### config.mk
export PLATFORM = sky130hd
export DESIGN_NAME = cpu_seg_display
export DESIGN_NICKNAME = d
export VERILOG_FILES = /design/src/rtl/cpu_seg_display.sv
export SDC_FILE = /design/constraint.sdc
export NUM_CORES = 1
export LEC_CHECK = 0
export CAP_MARGIN = 5
export CORE_MARGIN = 2
export CORE_UTILIZATION = 53
export DETAILED_ROUTE_END_ITERATION = 6
export GPL_TIMING_DRIVEN = 0
export HOLD_SLACK_MARGIN = 0.12
export PLACE_DENSITY = 0.88
export SLEW_MARGIN = 5
export SYNTH_ARGS = -nofsm -noshare
export SYNTH_HDL_FRONTEND = slang
export SYNTH_SLANG_ARGS = --single-unit
export TNS_END_PERCENT = 10
### constraint.sdc
create_clock -name clk -period 3 [get_ports clk]
set_input_delay 0.6 -clock clk [delete_from_list [all_inputs] [get_ports clk]]
set_output_delay 0.6 -clock clk [all_outputs]
set_load 0.02 [all_outputs]
### src/rtl/cpu_seg_display.sv
// Eight-digit multiplexed hex display for the cpu board: shows the syscall display
// value or the cycle count (frozen at first halt), refreshed one digit per CLK_DIV cycles.
module cpu_seg_display #(
    parameter int CLK_DIV  = 100000,
    parameter bit LZ_BLANK = 1'b1
) (
    input  logic        clk,
    input  logic        clr,
    input  logic [31:0] display,
    input  logic [31:0] cycle_count,
    input  logic        halt,
    input  logic        sel,
    output logic [7:0]  an,
    output logic [6:0]  seg,
    output logic        dp
);

    localparam int DW = (CLK_DIV > 2) ? $clog2(CLK_DIV) : 1;

    logic [DW-1:0] div_cnt;
    logic [2:0]    idx;
    logic [31:0]   snap;
    logic [31:0]   halt_cycles;
    logic          halt_seen;

    logic          tick;
    logic          scan_wrap;
    logic [31:0]   src;
    logic [4:0]    bit_pos;
    logic [3:0]    nib;
    logic          blank;
    logic [6:0]    glyph;

    function automatic logic [6:0] hex7(input logic [3:0] v);
        logic [6:0] s;
        s = 7'h7F;
        case (v)
            4'h0: s = 7'h40;
            4'h1: s = 7'h79;
            4'h2: s = 7'h24;
            4'h3: s = 7'h30;
            4'h4: s = 7'h19;
            4'h5: s = 7'h12;
            4'h6: s = 7'h02;
            4'h7: s = 7'h78;
            4'h8: s = 7'h00;
            4'h9: s = 7'h10;
            4'hA: s = 7'h08;
            4'hB: s = 7'h03;
            4'hC: s = 7'h46;
            4'hD: s = 7'h21;
            4'hE: s = 7'h06;
            4'hF: s = 7'h0E;
            default: s = 7'h7F;
        endcase
        return s;
    endfunction

    always_comb begin
        tick      = (div_cnt == DW'(CLK_DIV - 1));
        scan_wrap = tick && (idx == 3'd7);
        bit_pos   = {idx, 2'b00};
        nib       = snap[bit_pos +: 4];
        glyph     = hex7(nib);
        // Digit 0 is always lit so a zero value still shows a single "0".
        blank     = LZ_BLANK && (idx != 3'd0) && ((snap >> bit_pos) == 32'd0);
        if (!sel)
            src = display;
        else if (halt_seen)
            src = halt_cycles;
        else
            src = cycle_count;
    end

    always_ff @(posedge clk) begin
        if (clr) begin
            div_cnt     <= '0;
            idx         <= 3'd0;
            snap        <= 32'd0;
            halt_seen   <= 1'b0;
            halt_cycles <= 32'd0;
            an          <= 8'hFF;
            seg         <= 7'h7F;
            dp          <= 1'b1;
        end else begin
            div_cnt <= tick ? '0 : div_cnt + 1'b1;
            if (tick)
                idx <= idx + 3'd1;
            // Snapshot only at scan wrap so a refresh never mixes two values.
            if (scan_wrap)
                snap <= src;
            if (halt && !halt_seen) begin
                halt_seen   <= 1'b1;
                halt_cycles <= cycle_count;
            end
            an  <= ~(8'b1 << idx);
            seg <= blank ? 7'h7F : glyph;
            dp  <= !((idx == 3'd7) && halt_seen);
        end
    end

endmodule

* Word-level counts from Yosys, hierarchy flattened
Memories as Yosys holds them, arrays and structs flattened. A register that Yosys moved wholly into a read port is not among the register bits.
Index checks and enable logic that the tools add are counted.
** Operators by class
- Add/sub/neg operators :: 2
- Equal/unequal tests :: 2
- Shifts and indexed selects :: 3
- Muxes and demuxes :: 2
- Bitwise operators :: 1
- Reductions and logical operators :: 10
** Operators with widths (count)
- $mux W32 :: 2
- $logic_not A32 Y1 :: 1
- $shiftx A32 B6 Y4 :: 1
- $shr A32 B5 Y32 :: 1
- $add A17 B1 Y17 const B :: 1
- $eq A17 B17 Y1 const B :: 1
- $not A8 Y8 :: 1
- $shl A1 B3 Y8 const A :: 1
- $logic_and A1 B1 Y1 :: 4
- $reduce_or A2 Y1 :: 2
- $add A3 B1 Y3 const B :: 1
- $eq A3 B3 Y1 const B :: 1
- $reduce_bool A3 Y1 :: 1
- $logic_not A1 Y1 :: 2
** Word-level totals
- Register bits :: 94
- Memory bits (read-only) :: 112
- Input port bits :: 68
- Output and inout bits :: 16
- Word-level logic and storage cells :: 28
- Memories kept :: 1
** Memory list
- (no name shown) :: words 16, bits a word 7, rd ports 1, clocked after memory_dff 1, write ports 0, line 37 : case (v)

* Depth between registers and ports, before layout
Gate-level depths: netlist of run 1.
- Word-level depth :: 4
- Gate-level depth with buffers :: 10
- Depth with buffers taken out :: 7

* Least setup slack after synthesis of run 1
Ideal clock, no wire load.
- Path kind :: reg2reg
- Start point :: register idx[0]
- End point :: register seg[0]
- Library setup time :: 0.134 ns
- Arrival :: 2.377 ns
- Data required time :: 2.866 ns
- Slack :: 0.489 ns
- Stages on the path, launching flop included :: 9
- Buffers on the path :: 1
- Period minus slack after synthesis :: 2.511 ns
- Path through :: dfxtp_1 > buf_2 > mux4_2 > mux2i_1 > inv_1 > ha_1 > or3_1 > o21ai_0 > o22ai_1
** On the way
- Longest elaborated chain between the ends :: 4
- Elaborated cells on any way between the ends :: 6
- Classes of those cells :: shift (2); reduce/logical (4)
** RTL lines
- from (decl) :: line 21 : logic [2:0] idx;
- from (signal assigned) :: line 88 : idx <= idx + 3'd1;
- $shr A32 B5 Y32 :: line 66 : blank = LZ_BLANK && (idx != 3'd0) && ((snap >> bit_pos) == 32'd0);
- $logic_not A32 Y1 :: line 66
- $logic_and A1 B1 Y1 :: line 66
- $reduce_or A2 Y1 (no line)
- to (decl) :: line 14 : output logic [6:0] seg,
Several ways; a longest one is shown, not always the timed one.
A chain may end at the register's enable or synchronous reset.

* Worst setup path in the final report of run 1
Same ends and word-level chain as after synthesis.

==> flow_summary.toml, run 1 <==
[run_status]
outcome = "finished clean"

[power]
power_per_cell_area_mw_per_mm2 = 401
power.ir.vdd_worst_v = 0.000247
p_leak_nw = 2.21

[route]
count_of_unresolved_drc_violations_after_routing = 0
ant_nets = 0
met2_routed_length_um = 6160
route.detailed.vias_per_inst = 5.75
met3_wirelength_um = 592
routed.top_layer = "met4"
routedLengthMet1_um = 5260
route.vias.total = 4585
dr.first_iter.drc_count = 237
wire_per_inst_um = 15.4
postRouteWirelength_um = 12300
drt_first_pass_iters = 5

[layout]
drive_gt1_share_pct = 6.55
design.final.nets = 763
post_synthesis_to_final_layout_area_growth_pct = 22.7
diodes = 0

[sta]
worst_slack_ns = 0.179
slew_violations = 0
setup_total_negative_slack_ns = 0
final.hold.worst_slack_ns = 0.460
grt_setup_unrepaired = "no"
timing.final.setup_violations = 0
clock-skew-final_ns = 0.0164
tightestPinTransition_ns = 0.756
timing.final.hold_violations = 0
post-route-period-util_pct = 94.0
max_clock_freq_mhz = 355
worst_max_slew_margin_expressed_relative_to_the_limit_pct = 49.6
finalCriticalPeriod_ns = 2.82

[logic_synthesis]
synth.avg_cell_area_um2 = 8.42
post_synth_inst_count = 591
syn_area_mm2 = 0.00497
synthesis.nets = 671
synth_enable_flop_cells = 0
postSynth.asyncResetShare_pct = 0
synth.yosys.seq_area_share_pct = 40.7
synth_ff_type = "dfxtp_1"
postSynthRegisterBits = 101
synth_cell_types = 54
synth.yosys.warnings = 0

[setup_path]
critical_path.startpoint = "idx[0]"
cp_data_required_time_ns = 3.23
crit_arrival_ns = 3.06
worstRegToRegCells = 8
reg2reg_slack_ns = 0.18
startpoint_type = "flip-flop"
worstReg2RegStart = "idx[0]"
critPathMaxStageDelay_ns = 0.57
crit_end = "seg[0]"
worstPathCellList = "buf_2, mux4_2, mux2i_2, inv_1, ha_1, or3_1, o21ai_0, o22ai_1"
critical_path_cell_with_the_highest_stage_delay = "mux4_2"
reg2reg_to = "seg[0]"
timing.critical_path.to_type = "flip-flop"
crit_fanout = 10
timing_worst_setup_path_type = "flip-flop to flip-flop"

[cts]
resize_count_post_cts = 0
post_cts_buffers = 0
clk_transition_reported_paths_ns = 0.10
cts_root_buffer = "clkbuf_8"
clock_latency_ns = 0.38
htreeDepth = 3
cts.sink_count = 101
clock_path_buffers = 2
cts_tree = "yes"
tritoncts.num_buffers = 9
number_of_hold_buffers_added_after_cts = 0

[die]
die_height_um = 101
area_of_the_die_mm2 = 0.0102
core_region_mm2 = 0.00915
row_count = 35
start_util_pct = 54.3
ports_placed_on_the_boundary = 84
chipWidth_um = 101

[global_route]
globalRouteTotalUtil_pct = 25.0
grt_max_degree = 17
grt_pass1_wl_um = 20300
first_global_vias = 4351
initial_antenna_violation_count = 0
overflow = 0

[placed_design]
port_buffers = 81
place_hpwl_um = 9500
pre_cts_ws_ns = 0.0614
finalWeightedCongestion = 0.908

[hold_path]
worst_hold_path_type = "flip-flop to flip-flop"

[flow_run]
maxCapViolCount = 0
==> sequential cells by signal, summed over array words and instances, names as in the netlist <==
name         flops
an               8
div_cnt         17
dp               1
halt_cycles     32
halt_seen        1
idx              3
seg              7
snap            32
==> cell families after synthesis <==
| family | after synthesis | synth area share, % |
|---|---|---|
| AND/OR/NAND/NOR | 230 | 19.7 |
| multiplexers | 52 | 12.8 |
| XOR/XNOR | 17 | 2.99 |
| adder cells (fa/ha/maj) | 12 | 3.02 |
| AO/OA/AOI/OAI | 126 | 16.2 |
| flip-flops | 101 | 40.7 |
| buffers and inverters | 53 | 4.63 |
==> cell type report <==
class | count | area (um^2)
buffer | 44 | 196
clock buffer | 10 | 128
clock inverter | 5 | 37.5
fill | 725 | 3050
inverter | 9 | 33.8
multi-input combinational | 437 | 2740
sequential | 101 | 2020
tap | 111 | 139
timing repair buffer | 81 | 811
==> cells in the mapped netlist, types with 2 or more instances <==
cell type	instances	area [um^2]
buf_4	4	30.0
a22oi_1	3	22.5
mux4_1	2	52.6
a31oi_1	2	12.5
a21oi_1	68	340
buf_1	3	11.3
ha_1	12	150
nand4_1	3	18.8
o21bai_1	2	15.0
xor2_1	7	61.3
dfxtp_1	101	2020
and3_1	4	25.0
nor4_1	6	37.5
o211ai_1	33	248
inv_1	8	30.0
nand2b_1	4	25.0
a221oi_1	2	17.5
o221ai_1	3	26.3
mux2i_1	38	380
nand3_1	7	35.0
nor3_1	9	45.0
o21ai_1	4	20.0
nor2_1	40	150
mux4_2	6	135
mux2_2	5	56.3
xnor2_1	10	87.6
clkbuf_1	29	109
buf_2	7	35.0
nand2_1	143	537
nand4b_1	2	17.5
==> cells in the final DEF (no fill, tap or decap), types with 6 or more instances in the layout <==
cell type / n
nand2_1: 143
dfxtp_1: 101
clkdlybuf4s50_1: 81
a21oi_1: 68
nor2_1: 40
mux2i_1: 36
o211ai_1: 33
clkbuf_1: 30
ha_1: 12
xnor2_1: 10
nor3_1: 9
clkbuf_8: 9
inv_1: 8
buf_2: 7
nand3_1: 7
xor2_1: 7
mux4_2: 6
nor4_1: 6
==> per-layer routing <==
metal / vias to the layer above / GRT usage, %
met2: 179 / 43.7
met1: 2138 / 31.5
met5: - / 0
li1: 2236 / -
met4: 0 / 9.06
met3: 32 / 3.33
==> critical path, delay by kind of cell (launching register included) <==
family | cells | cell delay, ns
multiplexers | 2 | 0.87
flip-flops | 1 | 0.53
adder cells (fa/ha/maj) | 1 | 0.26
AND/OR/NAND/NOR | 1 | 0.38
AO/OA/AOI/OAI | 2 | 0.18
buffers and inverters | 2 | 0.46
==> report_power, final <==
part	internal [mW]	total, mW	switching (mW)
sequential	1.37	1.39	0.0168
combinational	0.145	0.291	0.146
clock	0.300	0.767	0.467
==> metrics by stage <==
stage	cells	power [mW]	util (%)	instance area (um^2)
finish	798	2.45	66.7	6100
global route	798	2.55	66.7	6100
CTS	798	2.45	66.5	6090
detailed placement	783	1.71	64.7	5920
global placement	783	1.70	64.7	5920
floorplan	591	1.56	-	4970
==> worst min-delay path by stage <==
| stage | from | endpoint | cells after the start | slack [ns] |
|---|---|---|---|---|
| floorplan | div_cnt[0] | div_cnt[0] | 1 | 0.42 |
| global placement | div_cnt[0] | div_cnt[0] | 1 | 0.43 |
| detailed placement | halt_cycles[27] | halt_cycles[27] | 2 | 0.45 |
| CTS | halt_cycles[4] | halt_cycles[4] | 2 | 0.46 |
| global route | halt_cycles[6] | halt_cycles[6] | 2 | 0.48 |
| finish | halt_cycles[27] | halt_cycles[27] | 2 | 0.46 |
No activity file was read; power rests on OpenSTA's default activity.
==> run 2: changes to the inputs <==
Settings changed: CTS_CLUSTER_DIAMETER set to 60, PLACE_DENSITY 0.88 to not set, PLACE_DENSITY_LB_ADDON set to 0.05.
==> run 2 against run 1 <==
Critical path depth stayed put. Total power up 6.1%. Sequential share of layout area down 0.24 points. Cell area up 0.72%. Utilization increased by 0.48 points. Routed wire length is 2.9% lower. Sequential power hardly changed. Clock power up 20%. Combinational power hardly changed. Maximum frequency rose by 0.26%. Sequential cell count is the same. Largest cell class unchanged.
==> flow_summary.toml, run 2 (same netlist as run 1, synthesis figures left out) <==
[power]
p_leak_nw = 2.24
gate_power_share_pct = 11.2
power_per_cell_area_mw_per_mm2 = 422
total_switching_power_mw = 0.637
share_seq_of_total_power_pct = 53.5
power.ir.vdd_worst_v = 0.000247
share_clk_of_total_power_pct = 35.4
sw_frac_of_total_pct = 24.5
internal-power_mw = 1.96

[setup_path]
timing_worst_setup_path_type = "flip-flop to flip-flop"
cp.buffers_inverters = 2
timing.critical_path.to_type = "flip-flop"
reg2reg_slack_ns = 0.19
crit_arrival_ns = 3.04
critical_path.top_delay_family = "multiplexers"
critPathMaxStageDelay_ns = 0.57
crit_fanout = 10
worstPathCellList = "buf_2, mux4_2, mux2i_2, inv_1, ha_1, or3_1, o21ai_0, o22ai_1"
startpoint_type = "flip-flop"
critical_path_cell_with_the_highest_stage_delay = "mux4_2"
cp_data_required_time_ns = 3.23

[route]
route.vias.total = 4446
drt_first_pass_iters = 5
dr.first_iter.drc_count = 210
route.detailed.vias_per_inst = 5.56
wire_per_inst_um = 15.0
count_of_unresolved_drc_violations_after_routing = 0
ant_nets = 0
postRouteWirelength_um = 12000

[layout]
final_common_cell = "nand2_1"
post_synthesis_to_final_layout_area_growth_pct = 23.6
postLayoutCellArea_mm2 = 0.00615
final.fill_count = 788
diodes = 0
most-common-layout-cells = "nand2_1, dfxtp_1, clkdlybuf4s50_1"
design.final.nets = 763
top_regs = "halt_cycles x32, snap x32, div_cnt x17"
final_core_density_pct = 67.2
drive_gt1_share_pct = 6.83

[die]
core_region_mm2 = 0.00915
area_of_the_die_mm2 = 0.0102
start_util_pct = 54.3
chipWidth_um = 101
row_count = 35
die_height_um = 101
ports_placed_on_the_boundary = 84

[placed_design]
finalWeightedCongestion = 0.917
port_buffers = 81
pre_cts_ws_ns = 0.0526
post_dp_cell_area_mm2 = 0.00592
place_hpwl_um = 9340

[global_route]
gr_met2_demand_resource_pct = 41.6
met3_usage_pct = 4.65
grt_pass1_wl_um = 19600
grt.busiest_layer = "met2"
globalRouteTotalUtil_pct = 24.3
grt_max_degree = 18
overflow = 0
initial_antenna_violation_count = 0
globalRouteMet1Util_pct = 31.3
first_global_vias = 4133

[sta]
post-route-period-util_pct = 93.8
setup_total_negative_slack_ns = 0
tightestPinTransition_ns = 0.755
max_clock_freq_mhz = 355
final.hold.worst_slack_ns = 0.458
clock-skew-final_ns = 0.0134
worst_max_slew_margin_expressed_relative_to_the_limit_pct = 49.7
grt_setup_unrepaired = "no"
timing.final.setup_violations = 0
worst_slack_ns = 0.186
slew_violations = 0
timing.final.hold_violations = 0
finalCriticalPeriod_ns = 2.81

[cts]
clock_path_buffers = 2
resize_count_post_cts = 0
htreeDepth = 3
cts.sink_count = 101
clk_transition_reported_paths_ns = 0.10
tritoncts.num_buffers = 9
number_of_hold_buffers_added_after_cts = 0
cts_tree = "yes"
cts_root_buffer = "clkbuf_8"
clock_latency_ns = 0.37
post_cts_buffers = 0

[flow_run]
maxCapViolCount = 0

[hold_path]
worst_hold_path_type = "flip-flop to flip-flop"

[run_status]
outcome = "finished clean"
run 2: cell count changes in the layout (fill, tap and decap cells not counted), sizes merged:
cell	before	now
clkinvlp	2	1
clkinv	2	1
bufinv	0	1
inv	10	11
clkbuf	39	40
run 2: through the flow:
stage                     total power [mW]  cells
after floorplan                       1.56    591
after global placement                1.70    783
after detailed placement              1.71    783
after CTS                             2.62    799
after global routing                  2.71    799
final                                 2.60    799
run 2: path summary, 6_finish.rpt:
| kind | start | to | depth (start not counted) |
|---|---|---|---|
| min reg2reg | div_cnt[0] | div_cnt[0] | 1 |
| max | idx[0] | seg[0] | 8 |
| min | div_cnt[0] | div_cnt[0] | 1 |
| max reg2reg | idx[0] | seg[0] | 8 |
run 2: power groups by stage:
stage,sequential [mW],clock [mW],combinational [mW]
after floorplan,1.42,0,0.138
after global placement,1.42,0,0.284
after detailed placement,1.42,0,0.290
after CTS,1.39,0.938,0.290
after global routing,1.39,0.996,0.318
final,1.39,0.919,0.290
run 2: worst reg2reg max path, stage by stage (launching register included):
cell and delay, ns:
dfxtp_1 0.52, buf_2 0.32, mux4_2 0.57, mux2i_2 0.36, inv_1 0.12, ha_1 0.24, or3_1 0.37, o21ai_0 0.08
o22ai_1 0.10
run 2: metal layers:
| metal | share of wire (%) | wire length, um |
|---|---|---|
| met1 | 45 | 5420 |
| met2 | 49 | 5850 |
| met3 | 4.3 | 513 |
| met4 | 1.4 | 168 |
| met5 | 0 | 0 |
run 2: cell type report:
cell class / count / area [um^2] / area share (%)
clock buffer: 11 / 151 / 2.46
buffer: 44 / 196 / 3.19
multi-input combinational: 437 / 2730 / 44.4
sequential: 101 / 2020 / 32.9
clock inverter: 5 / 66.3 / 1.08
timing repair buffer: 81 / 811 / 13.2
tap: 111 / 139 / 2.26
inverter: 9 / 33.8 / 0.549
==> run 3: changes to the inputs <==
Settings changed: REMOVE_ABC_BUFFERS set to 1.
==> run 3 against run 2 <==
Setup slack improved by 0.054 ns. Critical path type unchanged. Highest routed layer unchanged. Largest power group unchanged. Global-route usage fell by 1.6 points. Die area did not move. Cell count fell by 5.0%. Sequential cell count did not move. Clock power fell by 7.3%. Sequential share of layout area rose by 0.94 points.
==> flow_summary.toml, run 3 (same netlist as run 1, synthesis figures left out) <==
[run_status]
outcome = "finished clean"

[cts]
clk_transition_reported_paths_ns = 0.09
number_of_hold_buffers_added_after_cts = 0
cts_root_buffer = "clkbuf_8"
clock_path_buffers = 2
post_cts_buffers = 0
tritoncts.num_buffers = 9
cts_tree = "yes"
htreeDepth = 3
clock_latency_ns = 0.37
cts.sink_count = 101

[sta]
clock-skew-final_ns = 0.0131
worst_slack_ns = 0.240
setup_total_negative_slack_ns = 0
timing.final.setup_violations = 0
slew_violations = 0
max_clock_freq_mhz = 362
tightestPinTransition_ns = 1.01
timing.final.hold_violations = 0
final.hold.worst_slack_ns = 0.455
finalCriticalPeriod_ns = 2.76
post-route-period-util_pct = 92.0
worst_max_slew_margin_expressed_relative_to_the_limit_pct = 32.5
grt_setup_unrepaired = "no"

[placed_design]
port_buffers = 83
pre_cts_ws_ns = -0.176
place_hpwl_um = 7570
finalWeightedCongestion = 0.851

[power]
internal-power_mw = 1.91
total_switching_power_mw = 0.612
power.ir.vdd_worst_v = 0.000263
power_per_cell_area_mw_per_mm2 = 420
gate_power_share_pct = 10.7
sw_frac_of_total_pct = 24.3
totalPowerFinal_mw = 2.52
share_seq_of_total_power_pct = 55.4
p_leak_nw = 2.17
share_clk_of_total_power_pct = 33.8

[die]
start_util_pct = 54.3
area_of_the_die_mm2 = 0.0102
row_count = 35
core_region_mm2 = 0.00915
chipWidth_um = 101
ports_placed_on_the_boundary = 84
die_height_um = 101

[setup_path]
startpoint_type = "flip-flop"
critPathMaxStageDelay_ns = 0.64
cp_data_required_time_ns = 3.24
worstPathCellList = "mux4_2, mux2i_1, inv_1, ha_1, or3_1, o21ai_0, o22ai_1"
cp.buffers_inverters = 1
critical_path_cell_with_the_highest_stage_delay = "dfxtp_2"
crit_arrival_ns = 3.00
crit_fanout = 25
timing_worst_setup_path_type = "flip-flop to flip-flop"
timing.critical_path.to_type = "flip-flop"
critical_path.top_delay_family = "multiplexers"

[route]
dr.first_iter.drc_count = 241
count_of_unresolved_drc_violations_after_routing = 0
route.detailed.vias_per_inst = 5.64
ant_nets = 0
route.vias.total = 4284
postRouteWirelength_um = 11100
wire_per_inst_um = 14.6
drt_first_pass_iters = 5

[layout]
drive_gt1_share_pct = 6.33
diodes = 0
top_regs = "halt_cycles x32, snap x32, div_cnt x17"
final_common_cell = "nand2_1"
post_synthesis_to_final_layout_area_growth_pct = 20.6
final_core_density_pct = 65.5
most-common-layout-cells = "nand2_1, dfxtp_1, clkdlybuf4s50_1"
final.fill_count = 782
design.final.nets = 723

[global_route]
met3_usage_pct = 4.99
gr_met2_demand_resource_pct = 38.1
grt.busiest_layer = "met2"
globalRouteTotalUtil_pct = 22.7
first_global_vias = 4068
grt_max_degree = 79
initial_antenna_violation_count = 0
overflow = 0
globalRouteMet1Util_pct = 28.8
grt_pass1_wl_um = 18600

[hold_path]
worst_hold_path_type = "flip-flop to flip-flop"

[flow_run]
maxCapViolCount = 0
==> run 3: changes by cell type in the layout (fill, tap and decap cells not counted), sizes merged <==
cell      delta
clkbuf      -29
buf         -11
clkinvlp     +1
inv          -1
==> run 3: worst register-to-register path: cells and delay by family (launching register included) <==
family          cells  cell delay [ns]
mux                 2             1.01
simple gates        1             0.37
compound gates      2             0.16
buf+inv             1             0.17
fa+ha+maj           1             0.28
flops               1             0.64
==> run 3: layout make-up <==
cell class / instances / area [um^2] / area share [%]
Clock buffer: 11 / 131 / 2.19
Clock inverter: 5 / 58.8 / 0.981
Inverter: 9 / 33.8 / 0.563
Sequential cell: 101 / 2030 / 33.8
Tap cell: 111 / 139 / 2.32
Timing Repair Buffer: 85 / 863 / 14.4
Multi-Input combinational cell: 437 / 2740 / 45.7
==> run 3: stage by stage <==
stage / instances / instance area (um^2)
3_5_place_dp: 743 / 5790
3_3_place_gp: 741 / 5750
4_1_cts: 759 / 5980
5_1_grt: 759 / 6000
2_1_floorplan: 547 / 4780
6_report: 759 / 6000
==> run 3: metal layers <==
metal / share of wire, % / routed length (um)
met1: 46 / 5140
met2: 49 / 5460
met3: 3.2 / 359
met4: 1.3 / 140
met5: 0 / 0
==> run 3: path summary, 6_finish.rpt <==
| check | startpoint | cells past startpoint | slack (ns) | to |
|---|---|---|---|---|
| max reg2reg | idx[1] | 7 | 0.24 | seg[0] |
| min reg2reg | div_cnt[0] | 1 | 0.46 | div_cnt[0] |
| min | div_cnt[0] | 1 | 0.46 | div_cnt[0] |
| max | idx[1] | 7 | 0.24 | seg[0] |
==> run 3: power by group through the flow <==
| stage | clock (mW) | combinational (mW) | sequential [mW] |
|---|---|---|---|
| floorplan | 0 | 0.0995 | 1.44 |
| global placement | 0 | 0.257 | 1.43 |
| detailed placement | 0 | 0.272 | 1.43 |
| CTS | 0.877 | 0.273 | 1.40 |
| global route | 0.930 | 0.298 | 1.40 |
| finish | 0.852 | 0.271 | 1.39 |
==> run 3: repair_timing <==
item                                    CTS  global route
pin swaps                                 0             0
resized for setup                         3             2
endpoints found under the setup margin   39             3
